$ cat config.mk
export PLATFORM = sky130hd
export DESIGN_NAME = uop_buffer
export DESIGN_NICKNAME = d
export VERILOG_FILES = /design/src/rtl/uop_buffer.sv
export SDC_FILE = /design/constraint.sdc
export NUM_CORES = 1
export LEC_CHECK = 0
export CORE_AREA = 4 4 153 303
export DETAILED_ROUTE_END_ITERATION = 10
export DIE_AREA = 0 0 157 307
export GPL_ROUTABILITY_DRIVEN = 0
export GPL_TIMING_DRIVEN = 0
export HOLD_SLACK_MARGIN = 0.05
export PLACE_DENSITY = 0.72
export SLEW_MARGIN = 20
export SYNTH_ARGS = -nofsm -noshare
export SYNTH_HDL_FRONTEND = slang
export SYNTH_SLANG_ARGS = --single-unit
$ cat constraint.sdc
create_clock -name clk -period 42.5 [get_ports clk]
set_input_delay 8.5 -clock clk [delete_from_list [all_inputs] [get_ports clk]]
set_output_delay 8.5 -clock clk [all_outputs]
set_load 0.03 [all_outputs]
$ cat src/rtl/uop_buffer.sv
// Circular uop buffer: in-order fill/free, random-access read. Write visible the cycle after acceptance;
// wr_ready is !full from registered state only, so a full buffer stalls the writer even while popping.
module uop_buffer #(
    parameter int UOP_BUF_SIZE = 16,
    parameter int BUNDLE_W = 32,
    localparam int AW = $clog2(UOP_BUF_SIZE)
) (
    input  logic                clk,
    input  logic                reset,
    input  logic                clear,
    input  logic                wr_valid,
    output logic                wr_ready,
    input  logic [BUNDLE_W-1:0] wr_bundle,
    input  logic [AW-1:0]       uop_addr,
    output logic [BUNDLE_W-1:0] uop,
    output logic                uop_valid,
    input  logic                consume,
    output logic [AW-1:0]       head,
    output logic [AW:0]         count,
    output logic                empty,
    output logic                full
);

    logic [BUNDLE_W-1:0] mem [UOP_BUF_SIZE];
    logic [AW-1:0]       tail;
    logic [AW-1:0]       offset;
    logic                write_fire;
    logic                pop_fire;

    assign empty      = (count == '0);
    assign full       = (count == (AW+1)'(UOP_BUF_SIZE));
    assign wr_ready   = !full;
    assign write_fire = wr_valid && wr_ready && !clear;
    assign pop_fire   = consume && !empty && !clear;

    // Distance from head wraps naturally in AW bits; valid if inside the occupied window.
    assign offset    = uop_addr - head;
    assign uop_valid = ({1'b0, offset} < count);
    assign uop       = mem[uop_addr];

    always_ff @(posedge clk or posedge reset) begin
        if (reset) begin
            for (int i = 0; i < UOP_BUF_SIZE; i++) begin
                mem[i] <= '0;
            end
        end else if (write_fire) begin
            mem[tail] <= wr_bundle;
        end
    end

    always_ff @(posedge clk or posedge reset) begin
        if (reset) begin
            head  <= '0;
            tail  <= '0;
            count <= '0;
        end else if (clear) begin
            head  <= '0;
            tail  <= '0;
            count <= '0;
        end else begin
            if (write_fire) begin
                tail <= tail + 1'b1;
            end
            if (pop_fire) begin
                head <= head + 1'b1;
            end
            case ({write_fire, pop_fire})
                2'b10:   count <= count + 1'b1;
                2'b01:   count <= count - 1'b1;
                default: count <= count;
            endcase
        end
    end

endmodule

Yosys cells after proc, flatten, opt, wreduce, memory -nomap -nowiden
Cells that the tools add are included.
Widths: inputs -> output; s select.
{"block": "op_classes", "n_mux": 12, "eq_ne": 3, "addsub": 5, "magnitude_cmp": 4, "bitwise_logic": 2, "n_reduce_logical": 12}
{"cell": "$bwmux 512", "count": 1}
{"cell": "$bmux 32 s4", "count": 1}
{"cell": "$demux 32 s4", "count": 1}
{"cell": "$mux 32", "count": 3}
{"cell": "$mux 4", "count": 4}
{"cell": "$ge 5x5->1 const B", "count": 2}
{"cell": "$not 4->5", "count": 2}
{"cell": "$pmux 5 s2", "count": 1}
{"cell": "$add 4x1->4 const B", "count": 2}
{"cell": "$add 5x1->5 const B", "count": 1}
{"cell": "$eq 5x5->1 const B", "count": 1}
{"cell": "$logic_and 1x1->1", "count": 5}
{"cell": "$logic_not 5->1", "count": 1}
{"cell": "$lt 4x5->1", "count": 1}
{"cell": "$lt 5x1->1 const B", "count": 1}
{"cell": "$mux 5", "count": 1}
{"cell": "$sub 5x1->5 const B", "count": 1}
{"cell": "$reduce_bool 2->1", "count": 2}
{"cell": "$sub 4x4->4", "count": 1}
{"cell": "$logic_not 1->1", "count": 3}
{"cell": "$reduce_bool 3->1", "count": 1}
{"cell": "$eq 2x1->1 const B", "count": 1}
{"cell": "$eq 2x2->1 const B", "count": 1}
{"block": "totals", "out_inout_bits": 45, "regBits": 525, "input_bits": 41, "word_cells": 57}

Logic depth before layout (Yosys ltp)
{"block": "depth", "ltp_word": 7, "depth_mapped": 13, "ltp_nobuf": 10}

Least setup slack after synthesis
No wires, ideal clock.
{"block": "synth_path", "path_kind": "input port to output port", "start": "in uop_addr[0]", "end": "out uop_valid", "required_ns": 34.000, "t_arrival_ns": 10.838, "setup_slack_ns": 23.162, "path_buffers": 3, "path_stages": 12, "cell_sequence": "clkbuf_1 > buf_2 > buf_2 > inv_1 > ha_1 > inv_1 > fa_1 > ha_1 > a21boi_0 > o21ai_0 > nand2_1 > o211ai_1"}
{"block": "synth_between", "elab_chain_cells": 2}
{"item": "from (decl)", "line_no": "14", "text": "input logic [AW-1:0] uop_addr,"}
{"item": "$sub 4x4->4", "line_no": "37", "text": "assign offset = uop_addr - head;"}
{"item": "$lt 4x5->1", "line_no": "38", "text": "assign uop_valid = ({1'b0, offset} < count);"}
{"item": "to (decl)", "line_no": "16", "text": "output logic uop_valid,"}
Every way passes these cells.

Final worst setup path
{"block": "layout_path", "start": "in uop_addr[1]", "end": "out uop[14]"}
{"block": "layout_between", "elab_chain_cells": 4}
{"item": "$not 4->5 (not written as such)", "line_no": "39", "text": "assign uop = mem[uop_addr];"}
{"item": "$bmux 32 s4", "line_no": "39"}
{"item": "$mux 32 (not written as such) (2 in a row)", "line_no": "39"}
{"item": "to (decl)", "line_no": "15", "text": "output logic [BUNDLE_W-1:0] uop,"}
Every way passes these cells. The select of a mux whose other input is x is not followed.

==> reports/summary.txt <==
GLOBAL ROUTING
----------------------------------------------------------------------------------
Largest net degree at the start of global routing                              113
Total overflow reported by the global router                                     0
Global-route wire length before repair                                    93000 um
Vias in the first global route                                               15.5k
GRT Total Usage                                                              25.5%
Antenna violations before repair                                                 1

SYNTH
----------------------------------------------------------------------------------
Warnings, synthesis                                                              0
Number of nets produced by synthesis                                          1583
Most used DFF post-synth                                              sky130_fd_sc_hd__dfrtp_1
Part of the Yosys area used for sequential elements                          54.7%
Most area-hungry cell type in the Yosys netlist                       sky130_fd_sc_hd__dfrtp_1
Synthesized cell area                                                  24000 sq um
Avg Cell Area, Syn                                                      15.7 sq um
Cell with the most instances after synthesis                          sky130_fd_sc_hd__dfrtp_1
Unique masters post-synth                                                       40
Yosys top cell area share                                                    54.7%
Synth top area cells                                                  sky130_fd_sc_hd__dfrtp_1 55%, sky130_fd_sc_hd__mux2_2 23%, sky130_fd_sc_hd__mux4_2 12%
Gate Count Post-Synth                                                         1526
Number of flops mapped to enable cells by yosys                                  0
Seq cells post-synth                                                           525
Fraction of registers with async set or reset after synthesis                 100%
Synth top cells by count                                              525 x sky130_fd_sc_hd__dfrtp_1, 482 x sky130_fd_sc_hd__mux2_2, 128 x sky130_fd_sc_hd__mux4_2, 64 x sky130_fd_sc_hd__a22oi_1, 61 x sky130_fd_sc_hd__clkbuf_1

CLOCK NETWORK
----------------------------------------------------------------------------------
Clock root buffer                                                     sky130_fd_sc_hd__clkbuf_16
Number of sinks on the clock net                                               525
Worst-case clock buffer depth                                                    3
CTS H-tree depth                                                                 2
Setup Buffers After CTS                                                          0
Post_cts resized                                                                 0
Insertion delay to the later sink of the worst-skew pair                   0.58 ns
TritonCTS clock tree                                                         built
Num CTS Buffers                                                                 48
Clock-pin slew on the worst setup and hold paths                           0.06 ns
Hold buffers post-CTS                                                            0

ROUTE
----------------------------------------------------------------------------------
Routed via count                                                             13.8k
Drt wl/cell                                                                26.4 um
Detailed Route Iter0 Violations                                                668
DRC violations left                                                              0
Initial DRT Pass Iterations                                                      5
Post-detailed-route count of antenna-violating nets                              0
Routed wire length                                                        59700 um
Post-DR vias/cell                                                             6.10

PLACEMENT
----------------------------------------------------------------------------------
Total cell area at the placement stage                                 25700 sq um
Final HPWL DP                                                             40700 um
Port bufs                                                                       83

STA
----------------------------------------------------------------------------------
Setup repair after global routing missed its margin                             no
Ratio of final minimum period to clock period                                48.8%
Total negative slack for setup checks                                         0 ns
Relative slew slack                                                          36.0%
Layout Skew                                                              0.0162 ns
Post-layout min period                                                    20.75 ns
Worst slew pin tran                                                       0.961 ns
Finish-stage setup viols                                                         0
Fmax achieved                                                           0.0482 GHz
Max Slew Vio Count                                                               0
Hold Violations, Final                                                           0

SETUP PATH
----------------------------------------------------------------------------------
RR Endpoint                                                           count[4]$_DFFE_PP0P_
Critical path data required time                                          34.00 ns
Maximum single-stage delay on the critical path                            0.67 ns
Arrival time of data at the critical path endpoint                        12.25 ns
Depth of the worst register-to-register path                                     9
Endpoint kind of the worst setup timing path                            output pin
Chain of cells forming the critical path                              clkdlybuf4s50_1 -> buf_2 -> clkbuf_1 -> buf_2 -> mux4_2 -> a22oi_1 -> nand2_1 -> clkdlybuf4s50_1
Maximum fanout count along the critical path                                    10
CP Launch Type                                                           input pin
Reg-to-reg setup timing slack                                             39.82 ns
Standard cell with the maximum stage delay on the critical path       sky130_fd_sc_hd__clkdlybuf4s50_1
Crit Path Category                                                    input pin to output pin
Worst setup path end                                                       uop[14]
Critical register-to-register path startpoint                         count[0]$_DFFE_PP0P_
Crit path from                                                         uop_addr[1]

POWER
----------------------------------------------------------------------------------
Final Total Pwr                                                            1280 uW
Static leakage                                                           0.0131 uW
Worst vdd rail ir drop                                                   0.0365 mV
Power density of the placed cells                                     46.8 nW/um^2

DIE
----------------------------------------------------------------------------------
Die ar.                                                                48200 sq um
# IOs                                                                           86
Core box area                                                          44100 sq um
Starting utilization of the core area                                        54.5%
Die Span Y                                                                  307 um
Number of placement rows                                                       109
Die width                                                                   157 um

RUN STATUS
----------------------------------------------------------------------------------
Result of the run                                                     finished clean

LAYOUT
----------------------------------------------------------------------------------
Final design utilization                                                     62.2%
Share of final-layout standard cells stronger than drive strength 1          45.6%
Final Net Count                                                               1721
Syn-to-layout area delta                                                     14.1%
Area of all placed cells without fillers                               27400 sq um

RUN
----------------------------------------------------------------------------------
Reported max-cap violation count                                                 0

WORST HOLD PATH
----------------------------------------------------------------------------------
Hold WC Path Type                                                     flop to flop

## power breakdown
part | leakage (uW) | total [uW] | switching (uW) | internal (uW)
sequential | 0.00713 | 600 | 35.9 | 564
clock | 0.000846 | 468 | 195 | 273
combinational | 0.00514 | 216 | 103 | 113
total | 0.0131 | 1280 | 333 | 950
## cell usage in the layout (no fill, tap or decap), types with 4 or more instances in the layout
cell	count
sky130_fd_sc_hd__and4_1	5
sky130_fd_sc_hd__buf_2	35
sky130_fd_sc_hd__bufinv_16	7
sky130_fd_sc_hd__clkdlybuf4s50_1	83
sky130_fd_sc_hd__a22oi_1	64
sky130_fd_sc_hd__o211ai_1	4
sky130_fd_sc_hd__nand2_1	34
sky130_fd_sc_hd__dfrtp_1	525
sky130_fd_sc_hd__buf_6	12
sky130_fd_sc_hd__buf_16	5
sky130_fd_sc_hd__mux2_1	32
sky130_fd_sc_hd__inv_1	15
sky130_fd_sc_hd__nand3_1	16
sky130_fd_sc_hd__clkbuf_1	65
sky130_fd_sc_hd__nor2_1	19
sky130_fd_sc_hd__mux2_2	482
sky130_fd_sc_hd__clkbuf_8	10
sky130_fd_sc_hd__clkbuf_16	49
sky130_fd_sc_hd__buf_4	24
sky130_fd_sc_hd__clkinv_2	11
sky130_fd_sc_hd__ha_1	14
sky130_fd_sc_hd__mux2i_1	5
sky130_fd_sc_hd__nor2b_1	9
sky130_fd_sc_hd__a21oi_1	4
sky130_fd_sc_hd__xnor2_1	5
sky130_fd_sc_hd__mux4_2	128
## logic make-up (layout without fill, tap and decap cells)
logic type      count (synthesis)  in the layout  share of synthesized area (%)
buf+inv                       150            325                           3.27
xor+xnor                        8              8                          0.292
flops                         525            525                           54.7
mux                           647            647                           36.3
simple gates                   96             96                           1.97
compound gates                 84             84                           2.60
other cells                     0              1                              0
fa+ha+maj                      16             16                          0.896
## critical path, delay by kind of cell
| kind | cells | cell delay [ns] |
|---|---|---|
| buffers and inverters | 5 | 2.88 |
| muxes | 1 | 0.37 |
| AOI/OAI and AO/OA | 1 | 0.35 |
| and+or+nand+nor | 1 | 0.13 |
## metal layers
metal / up-vias / wire, um / GRT usage [%]
met5: - / 0 / 0
met4: 0 / 2510 / 9.76
met3: 117 / 1910 / 2.97
met2: 277 / 33100 / 47.0
met1: 7420 / 22200 / 30.3
li1: 5964 / - / -
## flip-flops by register name, summed over array words and instances (netlist names)
register / cells
count: 5
head: 4
mem: 512
tail: 4
## area by class of cell
| type | count | area, sq um |
|---|---|---|
| diodes | 1 | 2.50 |
| inverters | 16 | 67.6 |
| multi-input cells | 851 | 10100 |
| clock inverters | 24 | 327 |
| flip-flops and latches | 525 | 13100 |
| well taps | 555 | 694 |
| plain buffers | 134 | 728 |
| fillers | 3321 | 16600 |
| repair buffers | 88 | 968 |
| clock buffers | 63 | 1380 |
## per-stage QoR
step           instances  hold slack [ns]  setup slack (ns)
6_report            2257            0.480             21.75
5_1_grt             2256            0.504             21.64
4_1_cts             2256            0.485             21.73
3_5_place_dp        2169            0.470             21.75
3_3_place_gp        2164            0.462             14.47
2_1_floorplan       1526            0.452             19.33
## worst min-delay path by stage
stage / from / to / slack (ns) / cells past startpoint
3_3_place_gp: mem[47]$_DFFE_PP0P_ / mem[47]$_DFFE_PP0P_ / 0.46 / 1
5_1_grt: mem[104]$_DFFE_PP0P_ / mem[104]$_DFFE_PP0P_ / 0.50 / 1
2_1_floorplan: mem[32]$_DFFE_PP0P_ / mem[32]$_DFFE_PP0P_ / 0.45 / 1
3_5_place_dp: mem[101]$_DFFE_PP0P_ / mem[101]$_DFFE_PP0P_ / 0.47 / 1
6_report: mem[57]$_DFFE_PP0P_ / mem[57]$_DFFE_PP0P_ / 0.48 / 1
4_1_cts: mem[57]$_DFFE_PP0P_ / mem[57]$_DFFE_PP0P_ / 0.49 / 1
Note: power is estimated with default switching activity, not from simulation.
